<file path="src/rtl/multi_octave_tone_gen.sv">
// -----------------------------------------------------------------------------
// multi_octave_tone_gen
//
// Square-wave tone generator covering NUM_OCTAVES octaves of BASE_HZ. The
// selected octave is stepped up/down by single-cycle pulses, either wrapping
// or saturating at the ends. The octave and duty cycle actually being played
// are latched only at period boundaries (or whenever the tone is disabled),
// so the waveform never glitches. Warble mode alternates between the
// selected octave and a neighbour every WARBLE_PERIODS tone periods.
//
// Ports
//   clk          : system clock, rising edge
//   rst_n        : asynchronous active-low reset
//   en           : tone enable
//   oct_up       : single-cycle pulse, request octave + 1
//   oct_dn       : single-cycle pulse, request octave - 1
//   duty_sel     : 0 = 50%, 1 = 25%, 2 = 12.5%, 3 = 50%
//   warble       : enable octave alternation
//   speaker      : registered square-wave output
//   octave       : registered selected octave
//   act_octave   : registered octave currently being played
//   period_start : one-cycle pulse on the edge after each period boundary
// -----------------------------------------------------------------------------
module multi_octave_tone_gen #(
    parameter int CLK_HZ         = 25000000,
    parameter int BASE_HZ        = 220,
    parameter int NUM_OCTAVES    = 4,
    parameter int WRAP           = 0,
    parameter int WARBLE_PERIODS = 4096,
    parameter int CNT_W          = 17,
    parameter int OCT_W          = 2
) (
    input  logic             clk,
    input  logic             rst_n,
    input  logic             en,
    input  logic             oct_up,
    input  logic             oct_dn,
    input  logic [1:0]       duty_sel,
    input  logic             warble,
    output logic             speaker,
    output logic [OCT_W-1:0] octave,
    output logic [OCT_W-1:0] act_octave,
    output logic             period_start
);

    // Octave-0 period in clocks, resolved at elaboration.
    localparam int unsigned      P0   = CLK_HZ / BASE_HZ;
    localparam logic [CNT_W-1:0] P0_C = CNT_W'(P0);
    localparam logic [OCT_W-1:0] TOP  = OCT_W'(NUM_OCTAVES - 1);
    localparam int               WCW  = (WARBLE_PERIODS > 1) ? $clog2(WARBLE_PERIODS) : 1;
    localparam logic [WCW-1:0]   WLAST = WCW'(WARBLE_PERIODS - 1);

    logic [CNT_W-1:0] cnt_q, cnt_d;
    logic [OCT_W-1:0] octave_q, octave_d;
    logic [OCT_W-1:0] act_q, act_d;
    logic [1:0]       duty_q, duty_d;
    logic             speaker_q, speaker_d;
    logic             pstart_q, pstart_d;
    logic             wphase_q, wphase_d;
    logic [WCW-1:0]   wcnt_q, wcnt_d;

    logic [CNT_W-1:0] p_act;
    logic [CNT_W-1:0] h_act;
    logic [OCT_W-1:0] tgt;
    logic             last;
    logic             bnd;
    logic             up_only;
    logic             dn_only;

    always_comb begin
        p_act = P0_C >> act_q;
        case (duty_q)
            2'd1:    h_act = p_act >> 2;
            2'd2:    h_act = p_act >> 3;
            default: h_act = p_act >> 1;
        endcase

        last = (cnt_q == p_act - CNT_W'(1));
        bnd  = en && last;

        // Counter restarts every period and is held at zero while disabled.
        if (!en || last) begin
            cnt_d = '0;
        end else begin
            cnt_d = cnt_q + CNT_W'(1);
        end

        // Simultaneous up and down cancel out.
        up_only  = oct_up && !oct_dn;
        dn_only  = oct_dn && !oct_up;
        octave_d = octave_q;
        if (up_only) begin
            if (octave_q == TOP) begin
                octave_d = (WRAP != 0) ? '0 : TOP;
            end else begin
                octave_d = octave_q + OCT_W'(1);
            end
        end else if (dn_only) begin
            if (octave_q == '0) begin
                octave_d = (WRAP != 0) ? TOP : '0;
            end else begin
                octave_d = octave_q - OCT_W'(1);
            end
        end

        // Warble partner is one octave up, or one down from the top octave.
        tgt = octave_q;
        if (warble && wphase_q) begin
            tgt = (octave_q == TOP) ? octave_q - OCT_W'(1) : octave_q + OCT_W'(1);
        end

        // Played octave/duty only change at a boundary or while silent.
        act_d  = act_q;
        duty_d = duty_q;
        if (bnd || !en) begin
            act_d  = tgt;
            duty_d = duty_sel;
        end

        wcnt_d   = wcnt_q;
        wphase_d = wphase_q;
        if (!warble) begin
            wcnt_d   = '0;
            wphase_d = 1'b0;
        end else if (bnd) begin
            if (wcnt_q == WLAST) begin
                wcnt_d   = '0;
                wphase_d = !wphase_q;
            end else begin
                wcnt_d = wcnt_q + WCW'(1);
            end
        end

        speaker_d = en && (cnt_q < h_act);
        pstart_d  = bnd;
    end

    always_ff @(posedge clk or negedge rst_n) begin
        if (!rst_n) begin
            cnt_q     <= '0;
            octave_q  <= '0;
            act_q     <= '0;
            duty_q    <= 2'd0;
            speaker_q <= 1'b0;
            pstart_q  <= 1'b0;
            wphase_q  <= 1'b0;
            wcnt_q    <= '0;
        end else begin
            cnt_q     <= cnt_d;
            octave_q  <= octave_d;
            act_q     <= act_d;
            duty_q    <= duty_d;
            speaker_q <= speaker_d;
            pstart_q  <= pstart_d;
            wphase_q  <= wphase_d;
            wcnt_q    <= wcnt_d;
        end
    end

    assign speaker      = speaker_q;
    assign octave       = octave_q;
    assign act_octave   = act_q;
    assign period_start = pstart_q;

endmodule

</file>
<file path="config.mk">
export PLATFORM = sky130hd
export DESIGN_NAME = multi_octave_tone_gen
export DESIGN_NICKNAME = d
export VERILOG_FILES = /design/src/rtl/multi_octave_tone_gen.sv
export SDC_FILE = /design/constraint.sdc
export NUM_CORES = 1
export LEC_CHECK = 0
export CAP_MARGIN = 10
export CORE_MARGIN = 2
export CORE_UTILIZATION = 62
export CTS_BUF_LIST = sky130_fd_sc_hd__clkbuf_8
export DETAILED_ROUTE_END_ITERATION = 10
export PLACE_DENSITY = 0.82
export SLEW_MARGIN = 10
export SYNTH_ARGS = -nofsm -noshare
export SYNTH_HDL_FRONTEND = slang
export SYNTH_SLANG_ARGS = --single-unit
</file>
<file path="constraint.sdc">
create_clock -name clk -period 3.3 [get_ports clk]
set_input_delay 0.66 -clock clk [delete_from_list [all_inputs] [get_ports clk]]
set_output_delay 0.66 -clock clk [all_outputs]
set_load 0.02 [all_outputs]
</file>
* After elaboration in Yosys (flattened, before gate mapping)
Index checks and enable logic that the tools add are counted. Widths: inputs -> output; s select.
Storage, ports and cells: register bits after elaboration 38, input bits 8, output and inout port bits 6
Operators by class: add/subtract/negate cells 5, $lt $le $gt $ge 1, equality and inequality tests 7, shift operators 1, mux-type cells 14, reductions and logical operators 14
Operator list (number):
- $mux 12 | 3
- $pmux 16 s2 | 1
- $add 17x1->17 const B | 1
- $eq 17x17->1 | 1
- $lt 17x16->1 | 1
- $mux 17 | 1
- $shr 17x2->17 const A | 1
- $sub 17x1->17 const B | 1
- $add 12x1->12 const B | 1
- $eq 12x12->1 const B | 1
- $mux 2 | 6
- $logic_and 1x1->1 | 5
- $eq 2x2->1 const B | 2
- $logic_not 1->1 | 4
- $ne 2x1->1 const B | 2
- $mux 1 | 3
- $add 2x1->2 const B | 1
- $eq 2x1->1 const B | 1
- $logic_not 2->1 | 1
- $logic_or 1x1->1 | 2
- $reduce_and 2->1 | 1
- $reduce_bool 2->1 | 1
- $sub 2x1->2 const B | 1

* Longest topological paths before layout
Gate-level depths: netlist (run 1).
depth after elaboration 6, gate-level depth with buffers 12

* Least setup slack after synthesis (run 1)
No wires, ideal clock.
kind flip-flop to flip-flop, from register act_q[1] (netlist: act_octave[1]), to register wcnt_q[6], library setup time 0.130 ns, arrival 2.478 ns, slack 0.693 ns, cell stages (with the launch flop) 10, buffers on the path 2, clock period less this slack 2.607 ns, path through dfrtp_1 -> inv_1 -> ha_1 -> or3b_1 -> a22oi_2 -> nand4_2 -> buf_6 -> buf_2 -> o31ai_1 -> a21oi_1
On the way: longest elaborated chain between the ends 5
Ends and longest elaborated chain:
- start, declared | RTL line 55 | logic [OCT_W-1:0] act_q, act_d;
- start signal, assigned | RTL line 151 | act_q <= act_d;
- $shr 17x2->17 | RTL line 71 | p_act = P0_C >> act_q;
- $sub 17x1->17 | RTL line 78 | last = (cnt_q == p_act - CNT_W'(1));
- $eq 17x17->1 | RTL line 78
- $logic_and 1x1->1 | RTL line 79 | bnd = en && last;
- $ne 2x1->1 (no line)
- end signal, assigned | RTL line 156 | wcnt_q <= wcnt_d;
- end, declared | RTL line 60 | logic [WCW-1:0] wcnt_q, wcnt_d;
No other way between the ends. A chain may end at the register's enable or synchronous reset.

* Final worst setup path (run 1)
from register duty_q[0], to register speaker_q (netlist: speaker)
On the way: longest elaborated chain between the ends 4, elaborated cells on any way between the ends 5, classes of those cells order compare: 1; eq/ne: 2; mux: 1; reduce/logical: 1
Ends and longest elaborated chain:
- start, declared | RTL line 56 | logic [1:0] duty_q, duty_d;
- start signal, assigned | RTL line 152 | duty_q <= duty_d;
- $eq 2x2->1 or $eq 2x1->1 (tied branches) | RTL line 72 | case (duty_q)
- $pmux 16 s2 * | RTL line 72
- $lt 17x16->1 * | RTL line 134 | speaker_d = en && (cnt_q < h_act);
- $logic_and 1x1->1 * | RTL line 134
- net speaker_d | RTL line 57 | logic speaker_q, speaker_d;
- end signal, assigned | RTL line 153 | speaker_q <= speaker_d;
- end, declared | RTL line 57
The timed path passes the listed nets; every way through them passes the cells marked *.

==> results.env, run 1 <==
STATUS='complete, no violations'
CTS-ROOT-TO-SINK-BUFFERS=2
POSTSYNTH.TOPFLOPCELL='sky130_fd_sc_hd__dfrtp_1'
DRV_CAP=0
COREAREA_MM2=0.00409
DRT.ANTENNA.VIOLATING_NETS=0
HOLD_WC_PATH_TYPE='primary input to asynchronous set/reset pin'
VIAS_AFTER_DETAILED_ROUTING=2208
FIN_CRIT_SH=0.936
CLK_TRANSITION_REPORTED_PATHS_NS=0.08
SETUP_REPAIR_AFTER_GLOBAL_ROUTING_MISSED_ITS_MARGIN='no'
POST-LAYOUT-TOTAL-POWER_mW=1.49
GRT_UTIL_ALL_LAYERS=0.257
HTREE_LEVELS=2
MAXSLEWVIOLCOUNT=0
ROWS=23
FIN_CRIT_NS=3.09
SETUP.WORST_PATH.END_CLASS='flip-flop'
CTS.SINK_COUNT=38
YOSYS.CELL_TYPES.COUNT=51
GRT_START_MAX_NET_PINS=39
GRT_ANTENNA_BEFORE_REPAIR=0
DETAIL_ROUTE.DRC_VIOLATIONS=0
FINAL_LAYOUT_SIZE_SUFFIX_GT1_FRAC=0.0639
FP.DIEW_UM=69.9
WL_UM=5790
FRACTION_OF_REGISTERS_WITH_ASYNC_SET_OR_RESET_AFTER_SYNTHESIS=1.00
TIMING.FINAL.WS_SETUP_NS=0.210
DRTITER0DRC=157
POWER.IR.VDD_WORST_mV=0.328
START_UTIL=0.659
SYNTH.TOP_CELLS.BY_COUNT='sky130_fd_sc_hd__dfrtp_1, sky130_fd_sc_hd__ha_1, sky130_fd_sc_hd__nor2_1, sky130_fd_sc_hd__nand2_1, sky130_fd_sc_hd__a21oi_1'
TNS_NS=0
AVGVIACOUNTPERCELL=6.08
YOSYS.AREA.TOP_TYPE_SHARE=0.353
CELLLEAKAGEPOWER_nW=1.26
FLOORPLAN.DIE.HEIGHT_UM=69.9
FILLER_CELL_COUNT=321
INSERTION_DELAY_NS=0.28
CP.ARRIVAL_NS=3.29
YS_SEQ_ELEMENTS=38
CTS_TREE='built'
CRIT_PATH_MAX_FANOUT=15
START_KIND='flip-flop'
DPL_WORST_SLACK_NS=0.295
WORSTSETUPPATHTYPE='flip-flop to flip-flop'
SYNTH.AREA.TOP_CELLS='sky130_fd_sc_hd__dfrtp_1, sky130_fd_sc_hd__ha_1, sky130_fd_sc_hd__xnor2_1, sky130_fd_sc_hd__nor2_1, sky130_fd_sc_hd__nand2_1'
FINALWEIGHTEDCONGESTION=0.976
PLACE.PORT_BUFFERS=13
POST_SYNTH_INST_COUNT=296
TIGHTEST_SLEW_NS=0.830
CTS_REPAIR_RESIZE_COUNT=0
YS.WARNINGS.COUNT=0
DRTPASS1ITERATIONS=4
POSTCTSSETUPBUFFERS=0
SKEW_FINAL_NS=0.00556
VIAS_IN_THE_FIRST_GLOBAL_ROUTE=2139
DRT-WIRELENGTH-PER-CELL_UM=15.9
ROOT_BUFFER='sky130_fd_sc_hd__clkbuf_8'
BOUNDARYPINS=14
POSTCTSHOLDBUFS=0
SYNTH_SEQ_AREA_SHARE=0.353
FINALHOLDVIOLCOUNT=0
GRT.OVERFLOW.TOTAL=0
SYNTHMOSTINSTANTIATEDCELL='sky130_fd_sc_hd__dfrtp_1'
TIMING.FINAL.SETUP_VIOLATIONS=0
DIEAREA_MM2=0.00489
WORST-ENDPOINT-REQUIRED_NS=3.50
FMAX_MHz=324
GRT_FIRST_PASS_WIRELENGTH_UM=10100
P_PER_AREA_mW_PER_MM2=502
SYN_TO_FINAL_GROWTH_PCT=10.5
POST_SYNTH_INSTANCE_AREA_MM2=0.00269
DP.FINAL_HPWL_UM=4150
MEAN_POST_SYNTH_CELL_AREA_UM2=9.10
POST-SYNTH-TOP-AREA-CELL='sky130_fd_sc_hd__dfrtp_1'
LAYOUT.NETS=349
TIMING.SLEW.HEADROOM=0.446
SYNTH.NET_COUNT=332
COUNT_OF_ANTENNA_DIODES_IN_THE_LAYOUT=0
CTS_INSERTED_BUFFERS=5
SYNTH_EDF_COUNT=0
-- worst paths after layout --
kind / start / to / slack (ns) / cells after the start
max: duty_q[0] / speaker / 0.21 / 10
min: rst_n / period_start / 0.48 / 1
max reg2reg: duty_q[0] / speaker / 0.21 / 10
min reg2reg: wcnt_q[9] / wcnt_q[9] / 0.53 / 1
max in group asynchronous: rst_n / wphase_q / 2.31 / 1
min in group clk: wcnt_q[9] / wcnt_q[9] / 0.53 / 1
-- cell type report --
class	count	area, um^2	share of cell area
multi-input cells	236	1640	0.552
flip-flops and latches	38	951	0.320
clock inverters	1	30.0	0.0101
repair buffers	16	148	0.0496
well taps	50	62.6	0.0210
clock buffers	6	82.6	0.0278
inverters	16	60.1	0.0202
-- worst max-delay path, cell delays in order (launching register included) --
cell	delay (ns)
sky130_fd_sc_hd__dfrtp_1	0.38
sky130_fd_sc_hd__inv_1	0.06
sky130_fd_sc_hd__ha_1	0.55
sky130_fd_sc_hd__inv_1	0.23
sky130_fd_sc_hd__nor2_1	0.20
sky130_fd_sc_hd__a31oi_1	0.08
sky130_fd_sc_hd__ha_1	0.31
sky130_fd_sc_hd__a21o_1	0.17
sky130_fd_sc_hd__a2111oi_0	0.65
sky130_fd_sc_hd__o21ai_0	0.21
sky130_fd_sc_hd__a21oi_1	0.17
-- metal layers --
| metal | GRT usage | part of all wire | vias to the layer above |
|---|---|---|---|
| met5 | 0 | 0 | - |
| met4 | 0.0705 | 0.017 | 0 |
| met3 | 0.0447 | 0.040 | 10 |
| met2 | 0.426 | 0.47 | 47 |
| met1 | 0.346 | 0.47 | 1047 |
| li1 | - | - | 1104 |
-- cells in the final DEF (no fill, tap or decap), drive strengths merged, types with 4 or more instances in the layout --
master,n
nor2b,5
nand2,25
ha,28
or4,4
dfrtp,38
clkbuf,6
nor2,28
nand3,11
xor2,9
nand4,8
a21oi,18
nor3,7
clkdlybuf4s50,12
or3b,5
o31ai,5
nand3b,6
xnor2,13
o21ai,15
buf,4
inv,15
-- sequential cells by signal, summed over array words and instances, names as in the netlist --
signal,count
wcnt_q,12
duty_q,2
period_start,1
speaker,1
cnt_q,17
act_octave,2
wphase_q,1
octave,2
-- kinds of logic (layout without fill, tap and decap cells) --
kind of cell,after synthesis,in the layout,share of synthesized area
simple gates,122,122,0.247
compound gates,59,59,0.141
flops,38,38,0.353
fa+ha+maj,28,28,0.130
xor+xnor,22,22,0.0715
buf+inv,22,39,0.0376
mux,5,5,0.0195
-- power breakdown --
group          internal, mW  switching (mW)  leakage, nW  total (mW)
clock network         0.242           0.158       0.0573       0.399
logic                 0.237           0.311        0.686       0.548
registers             0.492          0.0524        0.515       0.545
total                 0.971           0.521         1.26        1.49
-- stage by stage --
stage	cells	hold WS, ns	util	instance area (um^2)
2_1_floorplan	296	0.364	-	2690
3_3_place_gp	356	0.488	0.701	2860
3_5_place_dp	356	0.506	0.701	2860
4_1_cts	363	0.491	0.728	2980
5_1_grt	363	0.541	0.728	2980
6_report	363	0.475	0.728	2980
Note: power is estimated with default switching activity, not from simulation.
==> run 2, diff against run 1 <==
--- a/config.mk
+++ b/config.mk
@@ -5,7 +5,6 @@
 export SDC_FILE = /design/constraint.sdc
 export NUM_CORES = 1
 export LEC_CHECK = 0
-export CAP_MARGIN = 10
 export CORE_MARGIN = 2
 export CORE_UTILIZATION = 62
 export CTS_BUF_LIST = sky130_fd_sc_hd__clkbuf_8
==> results of run 2 <==
Same layout as run 1: the final DEF is identical, and so are final timing and power.
==> run 3, diff against run 2 <==
--- a/config.mk
+++ b/config.mk
@@ -5,12 +5,14 @@
 export SDC_FILE = /design/constraint.sdc
 export NUM_CORES = 1
 export LEC_CHECK = 0
+export CAP_MARGIN = 10
 export CORE_MARGIN = 2
 export CORE_UTILIZATION = 62
 export CTS_BUF_LIST = sky130_fd_sc_hd__clkbuf_8
 export DETAILED_ROUTE_END_ITERATION = 10
+export GPL_TIMING_DRIVEN = 0
 export PLACE_DENSITY = 0.82
-export SLEW_MARGIN = 10
+export SLEW_MARGIN = 20
 export SYNTH_ARGS = -nofsm -noshare
 export SYNTH_HDL_FRONTEND = slang
 export SYNTH_SLANG_ARGS = --single-unit
==> results.env, run 3 (synthesis gave the netlist of run 1 again) <==
FMAX_MHz=340
CRITICAL_PATH_CELL_BY_CELL='inv_1 -> ha_1 -> or3b_1 -> a22oi_2 -> nand4_2 -> buf_6 -> buf_2 -> o31ai_1 -> a21oi_1'
CTS_TREE='built'
FP.DIEW_UM=69.9
CELLLEAKAGEPOWER_nW=1.26
COREAREA_MM2=0.00409
DIEAREA_MM2=0.00489
CP.ARRIVAL_NS=3.10
GRT.OVERFLOW.TOTAL=0
ROOT_BUFFER='sky130_fd_sc_hd__clkbuf_8'
TNS_NS=0
GRT_UTIL_ALL_LAYERS=0.255
P_PER_AREA_mW_PER_MM2=462
TOP_LIBRARY_CELLS_BY_USAGE_IN_THE_LAYOUT_FILL_AND_TAPS_ASIDE='sky130_fd_sc_hd__dfrtp_1, sky130_fd_sc_hd__nor2_1, sky130_fd_sc_hd__ha_1'
GRT_USE_MET1=0.335
DESIGN_AREA_MM2=0.00298
LARGEST_REGISTER='cnt_q'
MOSTFREQUENTLAYOUTCELL='sky130_fd_sc_hd__dfrtp_1'
SLOWEST_CELL_ON_THE_CRITICAL_PATH='sky130_fd_sc_hd__dfrtp_1'
CLOCK_POWER_SHARE=0.213
P_SEQ_FRAC=0.396
COUNT_OF_ANTENNA_DIODES_IN_THE_LAYOUT=0
MULTI_INPUT_COMB_AREA_MM2=0.00164
WORST-ENDPOINT-REQUIRED_NS=3.46
DRTPASS1ITERATIONS=4
FINALWEIGHTEDCONGESTION=0.919
HTREE_LEVELS=2
GRT-BUSIEST-LAYER='met2'
CRIT-REG2REG-CAPTURE='wcnt_q[6]'
GLOBAL_ROUTE.USAGE.MET3=0.0462
FINAL_LAYOUT_SIZE_SUFFIX_GT1_FRAC=0.0726
CRIT_PATH_MAX_FANOUT=11
WORSTSETUPPATHTYPE='flip-flop to flip-flop'
POST_DP_AREA_MM2=0.00290
WORSTPATHBUFFERINVERTERCOUNT=3
POSTCTSSETUPBUFFERS=0
SETUP.WORST_PATH.END_CLASS='flip-flop'
DP.FINAL_HPWL_UM=4200
VIAS_IN_THE_FIRST_GLOBAL_ROUTE=2137
START_UTIL=0.659
GRTUSAGEMET2=0.425
DRT.ANTENNA.VIOLATING_NETS=0
LAYOUT.NETS=353
TIMING.SLEW.HEADROOM=0.332
AREA.SEQUENTIAL_UM2=951
SHARE_COMB_OF_TOTAL_POWER=0.391
CLK_TRANSITION_REPORTED_PATHS_NS=0.07
DRV_CAP=0
REGTOREGSETUPSLACK_NS=0.36
FILLER_CELL_COUNT=312
INTERNAL_POWER_mW=0.872
STATUS='complete, no violations'
CTS_INSERTED_BUFFERS=5
CTS.SINK_COUNT=38
INSERTION_DELAY_NS=0.29
SWITCHING_POWER_mW=0.506
CTS_REPAIR_RESIZE_COUNT=0
FINALHOLDVIOLCOUNT=0
ROWS=23
GRT_ANTENNA_BEFORE_REPAIR=0
START_KIND='flip-flop'
WL_UM=5670
FLOORPLAN.DIE.HEIGHT_UM=69.9
MAX_STAGE_DELAY_NS=0.55
FIN_CRIT_SH=0.891
DRTITER0DRC=189
MAXSLEWVIOLCOUNT=0
AVGVIACOUNTPERCELL=6.15
FIN_CRIT_NS=2.94
CTS-ROOT-TO-SINK-BUFFERS=2
POSTCTSHOLDBUFS=0
TIGHTEST_SLEW_NS=0.993
HOLD_WC_PATH_TYPE='primary input to asynchronous set/reset pin'
MAX_REG_FLOPS=17
DRT-WIRELENGTH-PER-CELL_UM=15.4
CRIT-REG2REG-LAUNCH='act_octave[1]'
POST-LAYOUT-TOTAL-POWER_mW=1.38
SKEW_FINAL_NS=0.00736
REG2REGPATHDEPTH=9
POWER.IR.VDD_WORST_mV=0.347
SW_FRAC_OF_TOTAL=0.367
GRT_START_MAX_NET_PINS=34
VIAS_AFTER_DETAILED_ROUTING=2258
SYN_TO_FINAL_GROWTH_PCT=10.6
HOLD_SLACK_NS=0.184
BOUNDARYPINS=14
PATH_DELAY_FAMILY='simple AND/OR/NAND/NOR gates'
GRT_FIRST_PASS_WIRELENGTH_UM=9970
LARGEST_REGISTERS='cnt_q: 17 flops, wcnt_q: 12 flops'
DETAIL_ROUTE.DRC_VIOLATIONS=0
PLACE.PORT_BUFFERS=13
TIMING.FINAL.SETUP_VIOLATIONS=0
SETUP_REPAIR_AFTER_GLOBAL_ROUTING_MISSED_ITS_MARGIN='no'
run 3: through the flow:
stage          utilization  instances  worst slack (ns)
5_1_grt              0.729        367             0.135
6_report             0.729        367             0.360
3_3_place_gp         0.706        359             0.457
3_5_place_dp         0.710        360             0.383
2_1_floorplan            -        296             0.693
4_1_cts              0.729        367             0.383
run 3: cell type report:
class | instances | area share
clock inverter | 2 | 0.00336
timing repair buffer | 14 | 0.0487
multi-input combinational | 236 | 0.551
inverter | 16 | 0.0202
clock buffer | 5 | 0.0231
tap | 50 | 0.0210
buffer | 6 | 0.0139
sequential | 38 | 0.319
run 3: how the worst max path moves through the flow:
stage                        startpoint        end  cells after the start
after floorplan           act_octave[1]  wcnt_q[6]                      9
after global placement    act_octave[1]  wcnt_q[6]                      9
after detailed placement  act_octave[1]  wcnt_q[6]                      9
after CTS                 act_octave[1]  wcnt_q[6]                      9
after global routing      act_octave[1]  wcnt_q[6]                      9
final                     act_octave[1]  wcnt_q[6]                      9
run 3: routing by layer:
| layer | wire, um | vias to the layer above |
|---|---|---|
| met1 | 2560 | 1077 |
| met5 | 0 | - |
| li1 | - | 1108 |
| met3 | 232 | 16 |
| met2 | 2760 | 57 |
| met4 | 110 | 0 |
run 3: power by group through the flow:
stage	Clock [mW]	Sequential, mW	Combinational, mW
floorplan	0	0.568	0.355
global placement	0	0.553	0.518
detailed placement	0	0.553	0.534
CTS	0.305	0.545	0.537
global route	0.319	0.552	0.603
finish	0.294	0.546	0.539
